## config.mk

```make
export PLATFORM = sky130hd
export DESIGN_NAME = reg_file_mp
export DESIGN_NICKNAME = d
export VERILOG_FILES = /design/src/rtl/reg_file_mp.sv
export SDC_FILE = /design/constraint.sdc
export NUM_CORES = 1
export LEC_CHECK = 0
export CORE_ASPECT_RATIO = 0.6
export CORE_MARGIN = 2
export CORE_UTILIZATION = 35
export DETAILED_ROUTE_END_ITERATION = 12
export MAX_ROUTING_LAYER = met4
export SLEW_MARGIN = 15
export SYNTH_ARGS = -nofsm -noshare
export SYNTH_HDL_FRONTEND = slang
export SYNTH_SLANG_ARGS = --single-unit
```

## constraint.sdc

```tcl
create_clock -name clk -period 3.9 [get_ports clk]
set_input_delay 0.975 -clock clk [delete_from_list [all_inputs] [get_ports clk]]
set_output_delay 0.975 -clock clk [all_outputs]
set_load 0.01 [all_outputs]
```

## src/rtl/reg_file_mp.sv

```systemverilog
// Multi-port register file with two write ports, R combinational read ports and a busy scoreboard.
// Optional write-to-read forwarding is enabled by defining REG_FILE_BYPASS_EN.
module reg_file_mp #(
  parameter int N = 8,
  parameter int M = 32,
  parameter int A = $clog2(M),
  parameter int R = 2
) (
  input  logic           clk,
  input  logic           nReset,
  input  logic           w_enable0,
  input  logic [A-1:0]   Wd0,
  input  logic [N-1:0]   Wdata0,
  input  logic           w_enable1,
  input  logic [A-1:0]   Wd1,
  input  logic [N-1:0]   Wdata1,
  input  logic           set_busy,
  input  logic [A-1:0]   busy_addr,
  input  logic [R*A-1:0] Rs,
  output logic [R*N-1:0] Rs_data,
  output logic [R-1:0]   Rs_busy
);

  logic [N-1:0] regs_q [M];
  logic [N-1:0] regs_d [M];
  logic [M-1:0] busy_q;
  logic [M-1:0] busy_d;

  // Port 1 is applied after port 0 so it wins a same-address collision;
  // the busy set is applied last so a newly issued producer outranks a retiring one.
  always_comb begin
    regs_d = regs_q;
    busy_d = busy_q;
    if (w_enable0) regs_d[Wd0] = Wdata0;
    if (w_enable1) regs_d[Wd1] = Wdata1;
    if (w_enable0) busy_d[Wd0] = 1'b0;
    if (w_enable1) busy_d[Wd1] = 1'b0;
    if (set_busy)  busy_d[busy_addr] = 1'b1;
    regs_d[0] = '0;
    busy_d[0] = 1'b0;
  end

  always_ff @(posedge clk or negedge nReset) begin
    if (!nReset) begin
      for (int k = 0; k < M; k++) regs_q[k] <= '0;
      busy_q <= '0;
    end else begin
      regs_q <= regs_d;
      busy_q <= busy_d;
    end
  end

  always_comb begin
    logic [A-1:0] ra;
    ra      = '0;
    Rs_data = '0;
    Rs_busy = '0;
    for (int i = 0; i < R; i++) begin
      ra                 = Rs[i*A +: A];
      Rs_data[i*N +: N]  = regs_q[ra];
      Rs_busy[i]         = busy_q[ra];
`ifdef REG_FILE_BYPASS_EN
      if (ra != '0) begin
        if (w_enable1 && (Wd1 == ra)) begin
          Rs_data[i*N +: N] = Wdata1;
          Rs_busy[i]        = 1'b0;
        end else if (w_enable0 && (Wd0 == ra)) begin
          Rs_data[i*N +: N] = Wdata0;
          Rs_busy[i]        = 1'b0;
        end
      end
`endif
      // Outputs are held at zero for the whole reset assertion, including any forwarded write.
      if (!nReset) begin
        Rs_data[i*N +: N] = '0;
        Rs_busy[i]        = 1'b0;
      end
    end
  end

endmodule

```

==> flow_metrics.py, run 1 <==
metrics = {
    "synth": {
        "synth_area_leaders": "dfrtp_1 39%, mux2i_1 16%, mux4_2 13%, nand2_1 4.2%, a21oi_1 3.9%",
        "ys_seq_area_share_pct": 38.8,
        "synth_nets": 1770,
        "synth_most_common_cell": "mux2i_1",
        "synth_top_flop_cell": "dfrtp_1",
        "synth_cell_types": 48,
        "synth_top_cells_by_count": "293 x mux2i_1, 279 x dfrtp_1, 199 x nand2_1",
        "netlist.area_leader.share_pct": 38.8,
        "syn_avg_cell_area_um2": 10.4,
        "ys_warn_count": 0,
        "synth-seq-cells": 279,
        "postSynth.asyncResetShare_pct": 100,
        "synth_top_area_cell": "dfrtp_1",
        "syn_inst": 1724,
        "synth_edf_count": 0,
        "synthesis.area_um2": 18000,
    },
    "drt": {
        "vias": 15400,
        "firstDrtPassIters": 7,
        "post_drt_wl_per_cell_um": 29.1,
        "viasPerCell": 6.08,
        "ant_nets": 0,
        "route.detailed.drc": 0,
        "drtIter0Drc": 1836,
        "drt_wl_total_um": 74100,
    },
    "timing": {
        "finalMaxSlewViolations": 0,
        "fmax_ghz": 0.257,
        "fin_tns_setup_ns": 0,
        "hold_violations": 0,
        "finalSetupViolations": 0,
        "skew_ns": 0,
        "setup_ws_ns": 0.00456,
        "rsz0062_at_grt": "no",
        "post-route-min-period_ns": 3.90,
        "tightest_slew_ns": 1.05,
        "max_slew_margin_pct": 29.7,
        "fin_hold_ws_ns": 0.229,
        "finalCritPeriodShare_pct": 99.9,
    },
    "placed_design": {
        "detailed_place_hpwl_um": 52500,
        "routabilityCongestion": 1.01,
        "io_buffers": 63,
        "dp_slack_ns": -0.478,
    },
    "critical_path": {
        "cp.required_ns": 2.92,
        "startpoint_type": "input pin",
        "critical_path.slowest_cell": "mux4_2",
        "endpoint": "Rs_data[2]",
        "crit_chain": "buf_12 -> buf_12 -> buf_8 -> buf_12 -> mux4_2 -> mux2i_1 -> buf_4 -> nand2_1 -> o211a_1 -> dlygate4sd2_1",
        "cpPeakStageDelay_ns": 0.53,
        "critPathArrivalTime_ns": 2.92,
        "path_class": "in -> out",
        "end_kind": "output pin",
        "r2r-start": "regs_q[78]",
        "crit_fanout": 14,
        "cp_common_cell": "buf_12",
        "r2r-end": "regs_q[78]",
        "startpoint": "Rs[0]",
        "reg2reg_depth": 2,
        "reg2reg_slack_ns": 2.93,
    },
    "clock_tree": {
        "cts.htree.levels": 1,
        "cts_tree": "built",
        "cts_buffers": 28,
        "clk_pin_slew_ns": 0.07,
        "clk_latency_ns": 0.58,
        "cts.path.max_buffers": 3,
        "cts_sinks": 279,
        "clockRootBuffer": "clkbuf_16",
    },
    "die": {
        "die_h_um": 180,
        "num_rows": 64,
        "initial_core_util_pct": 35.4,
        "die_area_um2": 53300,
        "io_pins": 64,
        "coreArea_um2": 50800,
        "die_w_um": 297,
    },
    "global_routing": {
        "grtUsageTotal_pct": 28.0,
        "gr-total-overflow": 0,
        "antenna_found_initial": 1,
        "grt_pass1_wl_um": 106000,
        "grt_max_degree": 145,
        "grt_pass1_vias": 14500,
    },
    "cells_and_area": {
        "postLayoutCoreUtil_pct": 42.8,
        "area_growth_pct": 20.9,
        "nets": 1874,
        "drive_gt1_share_pct": 23.2,
    },
    "power": {
        "p_per_area_nw_per_um2": 492,
        "ir_worst_vdd_mv": 0.381,
        "p_total_mw": 10.7,
        "p_leak_nw": 9.33,
    },
    "worst_hold_path": {
        "hp-class": "in -> async",
    },
    "status": {
        "status": "finished clean",
    },
    "job": {
        "cap_violations": 0,
    },
}
==> worst min-delay path by stage <==
stage               from           to  slack, ns  cells past startpoint
2_1_floorplan  busy_q[5]    busy_q[5]       0.48                      1
3_3_place_gp   busy_q[5]    busy_q[5]       0.50                      1
3_5_place_dp   busy_q[5]    busy_q[5]       0.51                      1
4_1_cts           nReset  regs_q[126]       0.21                      1
5_1_grt           nReset  regs_q[126]       0.22                      1
6_report          nReset  regs_q[126]       0.23                      1
==> per-stage QoR <==
| stage | cells | instance area [um^2] |
|---|---|---|
| finish | 2542 | 21800 |
| detailed placement | 2475 | 20100 |
| CTS | 2535 | 21600 |
| global route | 2542 | 21800 |
| global placement | 2475 | 20100 |
| floorplan | 1724 | 18000 |
==> critical path: cells and delay by family <==
| kind | cells | cell delay (ns) |
|---|---|---|
| AOI/OAI and AO/OA | 1 | 0.14 |
| muxes | 2 | 0.73 |
| buffers and inverters | 6 | 1.00 |
| and+or+nand+nor | 1 | 0.06 |
==> layout by cell type (no fill, tap or decap), types with 11 or more instances in the layout <==
cell | netlist | final
clkdlybuf4s50_1 | 0 | 36
nor2b_1 | 18 | 17
inv_1 | 12 | 12
clkbuf_16 | 0 | 31
nor2_1 | 159 | 159
a22o_1 | 11 | 11
mux2i_1 | 293 | 288
o21ai_0 | 136 | 136
dfrtp_1 | 279 | 279
buf_4 | 8 | 138
o22ai_1 | 12 | 11
nor2_4 | 12 | 12
a211oi_2 | 0 | 17
a21oi_1 | 140 | 139
dlygate4sd2_1 | 0 | 18
buf_12 | 0 | 16
mux2_2 | 28 | 27
nand2_1 | 199 | 197
mux4_2 | 102 | 102
==> final cells by class <==
| type | instances | area, um^2 |
|---|---|---|
| repair buffers | 232 | 2280 |
| diodes | 1 | 2.50 |
| multi-input cells | 1275 | 10500 |
| well taps | 693 | 867 |
| flip-flops and latches | 279 | 6980 |
| inverters | 12 | 45.0 |
| clock inverters | 16 | 297 |
| fillers | 4809 | 29100 |
| clock buffers | 34 | 753 |
==> layer usage <==
metal | track usage, % | vias up | part of all wire (%)
met3 | 11.0 | 90 | 14
met5 | - | - | 0
li1 | - | 6546 | -
met2 | 35.6 | 1009 | 39
met4 | 4.53 | 0 | 1.6
met1 | 41.7 | 7801 | 45
==> cells by family after synthesis <==
family	Yosys count	synth area share (%)
buf+inv	170	4.35
flops	279	38.8
mux	434	32.3
compound gates	380	12.6
simple gates	461	12.0
==> timing repair <==
action / 4_1_cts / 5_1_grt
cloned: 2 / 3
setup buffers: 8 / 3
setup endpoints to repair: 18 / 13
pin swaps: 16 / 5
resized for setup: 78 / 25
hold buffers: 0 / 0
==> where the power goes <==
group	total (mW)	internal (mW)	switching, mW
Sequential	4.59	3.65	0.943
Combinational	2.98	1.50	1.48
Clock	3.14	1.85	1.29
==> registers in the layout (all words and copies together), names as in the netlist <==
signal  count
busy_q     31
regs_q    248
(Power assumes the default switching activity.)
==> inputs of run 2 (changes only) <==
--- a/constraint.sdc
+++ b/constraint.sdc
@@ -3,2 +3,2 @@
 set_output_delay 0.975 -clock clk [all_outputs]
-set_load 0.01 [all_outputs]
+set_load 0.1 [all_outputs]
==> run 2 against run 1 <==
The run now ends with negative setup slack left. Critical path depth down 1. Sequential power down 4.6%. Wire length down 4.6%. Total power down 4.0%. Final area down 1.3%. Via count down 1.6%. Non-clock buffer count down 25. Clock skew unchanged. Sequential cell count unchanged. Critical endpoint is now Rs_data[9]. Largest power group unchanged.
==> flow_metrics.py, run 2 (same netlist as run 1, synthesis figures left out) <==
metrics = {
    "clock_tree": {
        "cts_sinks": 279,
        "holdBufCountCts": 0,
        "clk_latency_ns": 0.56,
        "cts_buffers": 27,
        "cts.path.max_buffers": 3,
        "clk_pin_slew_ns": 0.07,
        "clockRootBuffer": "clkbuf_16",
        "cts_tree": "built",
        "cts.htree.levels": 1,
    },
    "critical_path": {
        "end_kind": "output pin",
        "crit_fanout": 8,
        "path_class": "in -> out",
        "cp.required_ns": 2.92,
        "cpPeakStageDelay_ns": 0.56,
        "path_delay_family": "multiplexers",
        "critPathBufInv": 5,
        "startpoint": "Rs[5]",
        "crit_chain": "buf_12 -> buf_12 -> buf_6 -> mux4_2 -> mux2_4 -> a311oi_2 -> buf_4 -> nor4_4 -> buf_12",
        "critical_path.slowest_cell": "mux4_2",
        "r2r-start": "regs_q[116]",
        "cp_common_cell": "buf_12",
        "critPathArrivalTime_ns": 2.97,
        "startpoint_type": "input pin",
    },
    "global_routing": {
        "grt_pass1_wl_um": 103000,
        "grtUsageTotal_pct": 26.9,
        "gr-total-overflow": 0,
        "use_met1_pct": 40.4,
        "grt_util_met2_pct": 35.1,
        "antenna_found_initial": 1,
        "grt_max_degree": 69,
        "use_met3_pct": 8.29,
        "top_usage_layer": "met1",
        "grt_pass1_vias": 14300,
    },
    "drt": {
        "vias": 15200,
        "viasPerCell": 6.05,
        "route.detailed.drc": 0,
        "drt_wl_total_um": 70700,
        "firstDrtPassIters": 6,
        "drtIter0Drc": 2055,
        "ant_nets": 0,
        "post_drt_wl_per_cell_um": 28.1,
    },
    "placed_design": {
        "dp.cells": 2453,
        "io_buffers": 63,
        "detailed_place_hpwl_um": 49100,
        "placed_cell_area_um2": 20300,
        "routabilityCongestion": 1.00,
    },
    "die": {
        "die_w_um": 297,
        "num_rows": 64,
        "die_h_um": 180,
        "coreArea_um2": 50800,
        "initial_core_util_pct": 35.4,
        "die_area_um2": 53300,
        "io_pins": 64,
    },
    "cells_and_area": {
        "drive_gt1_share_pct": 22.1,
        "largest_register_ff_count": 248,
        "layout_commonest_cell": "mux2i_1",
        "area_growth_pct": 19.4,
        "regMostFlops": "regs_q",
        "largestRegisters": "regs_q: 248 flops, busy_q: 31 flops",
        "final_area_um2": 21500,
        "nets": 1848,
        "final_cells": 2515,
        "final_cell_mix": "293 x mux2i_1, 279 x dfrtp_1, 198 x nand2_1",
    },
    "timing": {
        "hold_violations": 0,
        "finalMaxSlewViolations": 0,
        "skew_ns": 0,
        "tightest_slew_ns": 0.946,
        "rsz0062_at_grt": "yes",
        "post-route-min-period_ns": 3.94,
        "setup_ws_ns": -0.0436,
        "fmax_ghz": 0.254,
        "fin_hold_ws_ns": 0.298,
        "max_slew_margin_pct": 36.9,
        "finalCritPeriodShare_pct": 101,
        "fin_tns_setup_ns": -0.0527,
        "finalSetupViolations": 2,
    },
    "status": {
        "status": "complete, but fails checks",
        "violations": "negative setup slack",
    },
    "job": {
        "cap_violations": 0,
    },
    "power": {
        "ir_worst_vdd_mv": 0.336,
        "p_total_mw": 10.3,
        "p_leak_nw": 9.15,
        "p_per_area_nw_per_um2": 479,
    },
    "worst_hold_path": {
        "hp-class": "in -> async",
    },
}
-- run 2: layout make-up --
class	count	area, um^2
sequential	279	6980
fill	4820	29400
tap	693	867
antenna	1	2.50
timing repair buffer	207	2160
multi-input combinational	1275	10500
inverter	12	45.0
clock inverter	11	110
clock buffer	37	793
-- run 2: power by group --
| part | switching (mW) | internal (mW) |
|---|---|---|
| logic | 1.59 | 1.53 |
| registers | 0.728 | 3.65 |
| clock network | 1.24 | 1.55 |
-- run 2: stage by stage --
stage | worst slack (ns) | util (%)
after floorplan | -0.0694 | -
after global placement | -0.359 | 39.9
after detailed placement | -0.324 | 39.9
after CTS | -0.0134 | 41.9
after global routing | -0.0494 | 42.3
final | -0.0436 | 42.3
-- run 2: routing by layer --
layer / part of all wire (%) / up-vias
met5: 0 / -
li1: - / 6473
met3: 13 / 98
met1: 45 / 7652
met2: 40 / 983
met4: 2.1 / 0
-- run 2: repair_timing --
item	in CTS	in global routing
setup buffers	3	9
pin swaps	3	11
gates cloned	1	0
resized for setup	17	19
setup endpoints to repair	17	16
-- run 2: worst paths after layout --
check | endpoint | slack [ns] | cells after the start
worst max-delay path | Rs_data[9] | -0.04 | 9
worst min-delay path | regs_q[95] | 0.30 | 1
worst max register to register | regs_q[116] | 3.04 | 2
worst min register to register | busy_q[11] | 0.55 | 1
max in group asynchronous | regs_q[130] | 2.13 | 3
min in group clk | busy_q[11] | 0.55 | 1
-- run 2: worst reg2reg max path: stages (launching register included) --
cell     delay, ns
dfrtp_1       0.45
mux2i_1       0.18
o21ai_0       0.11
==> inputs of run 3 (changes only) <==
- CAP_MARGIN: not set -> 15
- CORE_UTILIZATION: 35 -> 65
- PLACE_DENSITY: not set -> 0.84
==> run 3 against run 2 <==
The flow now finishes without violations. Register-to-register slack got worse by 0.04 ns. First-iteration DRC count rose by 39%. Sequential share of layout area rose by 0.75 points. Non-clock buffer count fell by 10. Critical endpoint is now Rs_data[1]. Final area fell by 2.2%.
==> flow_metrics.py, run 3 (same netlist as run 1, synthesis figures left out) <==
metrics = {
    "global_routing": {
        "antenna_found_initial": 1,
        "grt_max_degree": 134,
        "grtUsageTotal_pct": 47.8,
        "grt_pass1_wl_um": 98700,
        "grt_pass1_vias": 15400,
        "gr-total-overflow": 0,
    },
    "placed_design": {
        "dp_slack_ns": -0.122,
        "detailed_place_hpwl_um": 44900,
        "routabilityCongestion": 1.04,
        "io_buffers": 63,
    },
    "cells_and_area": {
        "drive_gt1_share_pct": 21.5,
        "layout_commonest_cell": "mux2i_1",
        "area_growth_pct": 16.7,
        "final_cell_mix": "290 x mux2i_1, 279 x dfrtp_1, 198 x nand2_1",
        "multiInputGateArea_um2": 10500,
        "postLayoutCoreUtil_pct": 76.6,
        "largestRegisters": "regs_q: 248 flops, busy_q: 31 flops",
        "regMostFlops": "regs_q",
        "fill_cells": 1809,
        "largest_register_ff_count": 248,
        "final-seq-area_um2": 6980,
        "nets": 1839,
    },
    "power": {
        "seqPwrFrac_pct": 42.9,
        "p_per_area_nw_per_um2": 501,
        "netSwitchingFraction_pct": 35.2,
        "p_leak_nw": 9.11,
        "ir_worst_vdd_mv": 0.443,
        "p_sw_mw": 3.71,
        "clkPwrFrac_pct": 27.6,
        "p_total_mw": 10.5,
        "pwr-share-comb_pct": 29.5,
        "p_int_mw": 6.81,
    },
    "critical_path": {
        "cp.required_ns": 2.92,
        "path_class": "in -> out",
        "crit_fanout": 21,
        "critPathArrivalTime_ns": 2.90,
        "startpoint_type": "input pin",
        "end_kind": "output pin",
    },
    "clock_tree": {
        "cts_tree": "built",
        "clk_latency_ns": 0.60,
        "clk_pin_slew_ns": 0.06,
        "cts_buffers": 28,
        "cts.htree.levels": 1,
        "cts.path.max_buffers": 3,
        "cts_sinks": 279,
        "clockRootBuffer": "clkbuf_16",
    },
    "timing": {
        "finalMaxSlewViolations": 0,
        "fmax_ghz": 0.258,
        "post-route-min-period_ns": 3.87,
        "max_slew_margin_pct": 49.8,
        "finalCritPeriodShare_pct": 99.2,
        "hold_violations": 0,
        "finalSetupViolations": 0,
        "tightest_slew_ns": 0.751,
        "skew_ns": 0,
        "setup_ws_ns": 0.0299,
    },
    "drt": {
        "drtIter0Drc": 2862,
        "vias": 16000,
        "drt_wl_total_um": 67000,
        "post_drt_wl_per_cell_um": 30.7,
        "firstDrtPassIters": 6,
        "route.detailed.drc": 0,
        "ant_nets": 0,
        "viasPerCell": 7.34,
    },
    "die": {
        "initial_core_util_pct": 65.7,
        "die_h_um": 133,
        "die_w_um": 219,
        "die_area_um2": 29100,
        "num_rows": 47,
        "io_pins": 64,
        "coreArea_um2": 27400,
    },
    "job": {
        "cap_violations": 0,
    },
    "status": {
        "status": "finished clean",
    },
    "worst_hold_path": {
        "hp-class": "in -> async",
    },
}
[run 3: final cells by class]
class	count	area share, %
antenna	1	0.0119
inverter	12	0.214
tap	367	2.19
clock buffer	41	4.05
timing repair buffer	197	9.77
multi-input combinational	1275	49.9
clock inverter	11	0.584
sequential	279	33.2
[run 3: what timing repair did]
action / 4_1_cts / 5_1_grt
buffers inserted: 0 / 2
gates resized for setup: 11 / 17
hold buffers: 0 / 0
endpoints found under the setup margin: 13 / 14
cloned: 0 / 1
pin swaps: 0 / 4
[run 3: worst max-delay path, cell delays in order]
cell and delay (ns):
buf_6 0.23, buf_12 0.18, mux4_2 0.54, mux4_2 0.51, o211a_1 0.26, buf_12 0.17
[run 3: path summary, 6_finish.rpt]
| check | from | end | slack [ns] | depth (start not counted) |
|---|---|---|---|---|
| min in group clk | busy_q[4] | busy_q[4] | 0.53 | 1 |
| max in group asynchronous | nReset | regs_q[153] | 2.53 | 2 |
| setup reg to reg | regs_q[174] | regs_q[174] | 3.00 | 2 |
| setup / recovery | Rs[0] | Rs_data[1] | 0.03 | 6 |
| hold reg to reg | busy_q[4] | busy_q[4] | 0.53 | 1 |
| hold / removal | nReset | regs_q[99] | 0.31 | 1 |
[run 3: through the flow]
stage / setup TNS [ns] / hold WS, ns / cells / cell area, um^2
global placement: -0.285 / 0.513 / 2127 / 19900
finish: 0 / 0.315 / 2183 / 21000
detailed placement: -0.471 / 0.517 / 2127 / 19900
CTS: 0 / 0.318 / 2179 / 20900
global route: -0.00847 / 0.330 / 2183 / 21000
floorplan: -0.250 / 0.477 / 1724 / 18200
[run 3: power groups by stage]
stage | sequential, mW | combinational, mW | clock [mW]
floorplan | 4.07 | 2.07 | 0
global placement | 4.36 | 2.82 | 0
detailed placement | 4.42 | 2.95 | 0
CTS | 4.40 | 2.98 | 2.89
global route | 4.52 | 3.25 | 3.00
finish | 4.51 | 3.10 | 2.91
[run 3: per-layer routing]
metal | share of wire, % | vias to the layer above | GRT usage, %
met5 | 0 | - | -
li1 | - | 6480 | -
met2 | 41 | 1510 | 63.4
met1 | 37 | 7796 | 65.6
met4 | 3.9 | 0 | 14.6
met3 | 18 | 230 | 21.8
